===== config.mk =====
export PLATFORM = sky130hd
export DESIGN_NAME = tag_verify
export DESIGN_NICKNAME = d
export VERILOG_FILES = /design/src/rtl/tag_verify.sv
export SDC_FILE = /design/constraint.sdc
export NUM_CORES = 1
export LEC_CHECK = 0
export CORE_AREA = 2 2 145 147
export DETAILED_ROUTE_END_ITERATION = 6
export DIE_AREA = 0 0 147 149
export GPL_TIMING_DRIVEN = 1
export PLACE_DENSITY = 0.8
export SLEW_MARGIN = 15
export SYNTH_ARGS = -nofsm -noshare
export SYNTH_HDL_FRONTEND = slang
export SYNTH_SLANG_ARGS = --single-unit

===== constraint.sdc =====
create_clock -name clk -period 2.48 [get_ports clk]
set_clock_uncertainty 0.15 [all_clocks]
set_input_delay 0.248 -clock clk [delete_from_list [all_inputs] [get_ports clk]]
set_output_delay 0.248 -clock clk [all_outputs]
set_load 0.01 [all_outputs]

===== src/rtl/tag_verify.sv =====
// rtl/tag_verify.sv - constant-time comparison of squeezed tag words against the received tag
// Plaintext is released only when every tag word matches; otherwise it is zeroized.
module tag_verify #(
   parameter int TAG_WIDTH  = 128,
   parameter int WWIDTH     = 32,
   parameter int PTEXT_SIZE = 32
) (
   input  logic                  clk,
   input  logic                  reset,
   input  logic                  start,
   input  logic [TAG_WIDTH-1:0]  tag_in,
   input  logic [PTEXT_SIZE-1:0] ptext_in,
   input  logic                  sq_valid,
   input  logic [WWIDTH-1:0]     sq_data,
   output logic                  sq_ready,
   output logic                  busy,
   output logic [PTEXT_SIZE-1:0] ptextd,
   output logic                  squeezDone,
   output logic                  failure
);

   localparam int NWORDS = TAG_WIDTH / WWIDTH;
   localparam int CW     = (NWORDS > 1) ? $clog2(NWORDS) : 1;
   localparam logic [CW-1:0] LAST = CW'(NWORDS - 1);

   typedef enum logic [1:0] {IDLE, COMPARE, RESULT} state_t;

   state_t                  state_q, state_d;
   logic [CW-1:0]           cnt;
   logic [WWIDTH-1:0]       diff;
   logic [TAG_WIDTH-1:0]    tag_r;
   logic [PTEXT_SIZE-1:0]   ptext_r;
   logic [WWIDTH-1:0]       cur_word;
   logic                    handshake;

   always_comb begin
      cur_word = '0;
      for (int i = 0; i < NWORDS; i++) begin
         if (cnt == CW'(i)) cur_word = tag_r[i*WWIDTH +: WWIDTH];
      end
   end

   always_ff @(posedge clk or negedge reset) begin
      if (!reset) state_q <= IDLE;
      else        state_q <= state_d;
   end

   // The exit from COMPARE depends only on the word count, never on the data.
   always_comb begin
      state_d   = state_q;
      sq_ready  = 1'b0;
      busy      = 1'b1;
      handshake = 1'b0;
      case (state_q)
         IDLE: begin
            busy = 1'b0;
            if (start) state_d = COMPARE;
         end
         COMPARE: begin
            sq_ready  = 1'b1;
            handshake = sq_valid;
            if (sq_valid && cnt == LAST) state_d = RESULT;
         end
         RESULT:  state_d = IDLE;
         default: state_d = IDLE;
      endcase
   end

   always_ff @(posedge clk or negedge reset) begin
      if (!reset) begin
         cnt        <= '0;
         diff       <= '0;
         tag_r      <= '0;
         ptext_r    <= '0;
         ptextd     <= '0;
         failure    <= 1'b0;
         squeezDone <= 1'b0;
      end else begin
         squeezDone <= 1'b0;
         case (state_q)
            IDLE: begin
               if (start) begin
                  tag_r   <= tag_in;
                  ptext_r <= ptext_in;
                  diff    <= '0;
                  cnt     <= '0;
                  ptextd  <= '0;
                  failure <= 1'b0;
               end
            end
            COMPARE: begin
               if (handshake) begin
                  diff <= diff | (sq_data ^ cur_word);
                  cnt  <= (cnt == LAST) ? '0 : cnt + 1'b1;
               end
            end
            RESULT: begin
               squeezDone <= 1'b1;
               failure    <= (diff != '0);
               ptextd     <= (diff == '0) ? ptext_r : '0;
            end
            default: ;
         endcase
      end
   end

endmodule

==> results by group <==
Min path
  • Hold Path Class: input pin to asynchronous set/reset pin

Floorplan
  • Cell Rows: between 50 and 60
  • Die area: 21,900 sq um
  • Initial Utilization: 49.4%
  • Die Y-Extent: 149 um
  • Core ar.: 20,600 sq um
  • # IOs: approximately 230
  • Die Wd: 147 um

STA
  • Slew of the pin with the lowest slew margin: 610 ps
  • Fin Setup TNS: 0 ps
  • Finish-stage setup viols: 0
  • Slew Limit Fails: 0
  • Setup WS post-layout: 222 ps
  • RSZ-0062 raised after global routing: false
  • Part of the cycle the worst path needs: 91.1%
  • Highest Clock Rate: 0.443 GHz
  • Slew headroom: 59.2%
  • Final Critical Period: 2260 ps
  • Final hold vios: 0

Critical path
  • CP bufs+invs: 2
  • Worst setup path class: register to output pin
  • Arrival time worst endpoint: 1860 ps
  • Crit path largest cell delay: 500 ps
  • Worst R2R Start: cnt[0]$_DFFE_PN0P_
  • Delay-heaviest family, CP: buffers and inverters
  • Critical path peak fanout: 7
  • CP cell instances: nor2_1 > inv_1 > clkdlybuf4s50_1
  • Critical path launch point type: register
  • Slowest CP cell: clkdlybuf4s50_1
  • Critical path launch point: state_q[0]$_DFFE_PN0P_
  • Crit path capture type: output pin
  • Critical path required time: 2080 ps

Synthesis
  • YS warnings: 0
  • Sequential cell area fraction in the yosys report: 56.7%
  • Synth Cell Area: 10,200 sq um
  • Syn nets: 1,385
  • FF+latch count, synth: 230
  • Avg Cell Area, Syn: 8.57 sq um
  • Cells after synthesis: 1,185
  • Synth unique cells: 34

Global routing
  • Initial antenna violation count: 0
  • Vias in the first global route: between 9k and 10k
  • First-pass GRT wire length: 46.0 mm
  • M3 GR Usage: 4.83%
  • M2 GR Usage: around 44%
  • GRT Overall Usage: 26.0%
  • Pin count of the biggest net entering global routing: between 60 and 70
  • GRT busiest layer: met2
  • Total global routing overflow: 0
  • GR Layer Usage met1: between 30 and 40%

Clocking
  • Htree depth: 1
  • Clk slew on worst S/H paths: 60 ps
  • Clock root buffer: clkbuf_16
  • CTS tree: yes
  • CTS buffer count: 25
  • Clk Latency, worst-skew pair: 520 ps
  • CTS Buffer Depth: 3
  • Clk sinks: 230

Route
  • Wire length per cell: 16.6 um
  • Drt drc: 0
  • DR iter-0 viols: 573
  • Initial DRT Pass Iterations: 5
  • Vias per cell: 5.35
  • Via Count: around 9k
  • Final WL: 28.0 mm
  • Post-route ant nets: 0

Pwr
  • Pwr dens: ~1100 nW/um^2
  • Total leakage power: 0.00653 uW
  • Maximum vdd drop: 634 uV

Layout
  • Layout overhead on the synthesized area: 35.0%
  • Share of cells above drive strength 1: under 10%
  • Final non-filler cell area: ~14,000 sq um
  • Final net count: between 1.5k and 2k

Place
  • Post-DP HPWL: 19.3 mm
  • Pre-CTS WS: 345 ps
  • Placed instance area: 12,800 sq um
  • Final GP Congestion: 0.828
  • I/O Buffers: 231

Job
  • Max cap viols: 0

Status
  • Status: complete, no violations
==> registers in the layout (all words and copies together), names as in the netlist <==
signal and flops:
tag_r 128, ptext_r 32, failure 1, cnt 2, diff 32, squeezDone 1
ptextd 32, state_q 2
==> through the flow <==
step	util (%)	hold WS [ps]	instances	total power, uW
floorplan	-	-198	1185	9270
global placement	62.3	68.6	1641	10800
detailed placement	62.3	70.6	1641	11000
CTS	66.7	89.3	1687	15100
global route	66.7	111	1687	16000
finish	66.7	102	1688	15000
==> cell usage in the layout, fill, tap and decap left out, types with 5 or more instances in the layout <==
cell,count
bufinv_16,5
clkinv_2,7
clkbuf_16,25
clkdlybuf4s50_1,230
or4_1,31
o22ai_1,31
o211ai_1,32
nand3_1,63
o21ai_1,29
dfrtp_1,230
o211a_1,31
o21ai_0,6
nor4_1,8
buf_4,20
nand2_1,613
buf_12,8
==> what timing repair did <==
item	in CTS	in global routing
setup buffers	0	0
hold endpoints to repair	194	0
resized for setup	0	0
hold buffers	1	0
==> layout make-up <==
type	instances	area, sq um
Tap cell	275	344
Timing Repair Buffer	260	2640
Clock buffer	30	684
Fill cell	1698	6850
Inverter	5	18.8
Multi-Input combinational cell	872	4060
Antenna cell	1	2.50
Clock inverter	15	209
Sequential cell	230	5760
==> per-layer routing <==
layer,wire length [um],vias up,part of all wire (%)
met4,1110,0,3.9
li1,-,4328,-
met5,0,-,0
met3,1790,72,6.4
met2,13500,317,48
met1,11600,4320,41
==> kinds of logic (layout without fill, tap and decap cells) <==
| kind of cell | Yosys count | in the layout | synth area share, % |
|---|---|---|---|
| simple gates | 733 | 733 | 29.7 |
| flops | 230 | 230 | 56.7 |
| compound gates | 135 | 135 | 9.54 |
| buf+inv | 83 | 310 | 3.60 |
| fa+ha+maj | 4 | 4 | 0.493 |
| other cells | 0 | 1 | 0 |
==> worst register-to-register path, delay by kind of cell, from the launching register on <==
kind	cells	cell delay, ps
AO/OA/AOI/OAI	1	230
flip-flops	1	420
buffers and inverters	2	370
AND/OR/NAND/NOR	3	680
adder cells (fa/ha/maj)	1	210
==> synth_stat cells <==
| cell type | n | area (sq um) |
|---|---|---|
| o211ai_1 | 32 | 240 |
| and2_1 | 2 | 12.5 |
| nand4_1 | 2 | 12.5 |
| buf_1 | 14 | 52.6 |
| o21ai_1 | 29 | 145 |
| dfrtp_1 | 230 | 5760 |
| clkbuf_1 | 36 | 135 |
| or4b_1 | 1 | 10.0 |
| o211a_1 | 31 | 310 |
| nand2b_1 | 2 | 12.5 |
| and2b_2 | 1 | 8.76 |
| nand3b_1 | 1 | 7.51 |
| nor4_1 | 8 | 50.1 |
| o2bb2ai_1 | 1 | 8.76 |
| nand2_4 | 1 | 11.3 |
| o21ai_0 | 6 | 30.0 |
| o21bai_1 | 1 | 7.51 |
| a21oi_1 | 1 | 5.00 |
| o22ai_1 | 31 | 194 |
| nor2_1 | 3 | 11.3 |
| a311o_1 | 1 | 10.0 |
| ha_1 | 4 | 50.1 |
| and3b_1 | 1 | 8.76 |
| nand3_1 | 63 | 315 |
| buf_2 | 25 | 125 |
| buf_6 | 3 | 33.8 |
| a22o_1 | 2 | 17.5 |
| inv_1 | 4 | 15.0 |
| or2_1 | 1 | 6.26 |
| or4_1 | 31 | 233 |
| nor2b_1 | 1 | 6.26 |
| and3_1 | 1 | 6.26 |
| nand2_1 | 614 | 2300 |
| inv_2 | 1 | 3.75 |
==> report_power, final <==
part           internal, uW  switching [uW]
registers              5290             904
logic                  2000            2800
clock network          2490            1520
==> worst paths after layout <==
check,slack (ps),cells past startpoint,endpoint
worst max-delay path,220,3,busy
worst min-delay path,100,2,ptext_r[10]$_DFFE_PN0P_
worst max register to register,360,7,diff[18]$_DFFE_PN0P_
worst min register to register,320,2,tag_r[48]$_DFFE_PN0P_
max in group asynchronous,1310,3,tag_r[57]$_DFFE_PN0P_
min in group clk,100,3,ptext_r[12]$_DFFE_PN0P_
Note: power is estimated with default switching activity, not from simulation.
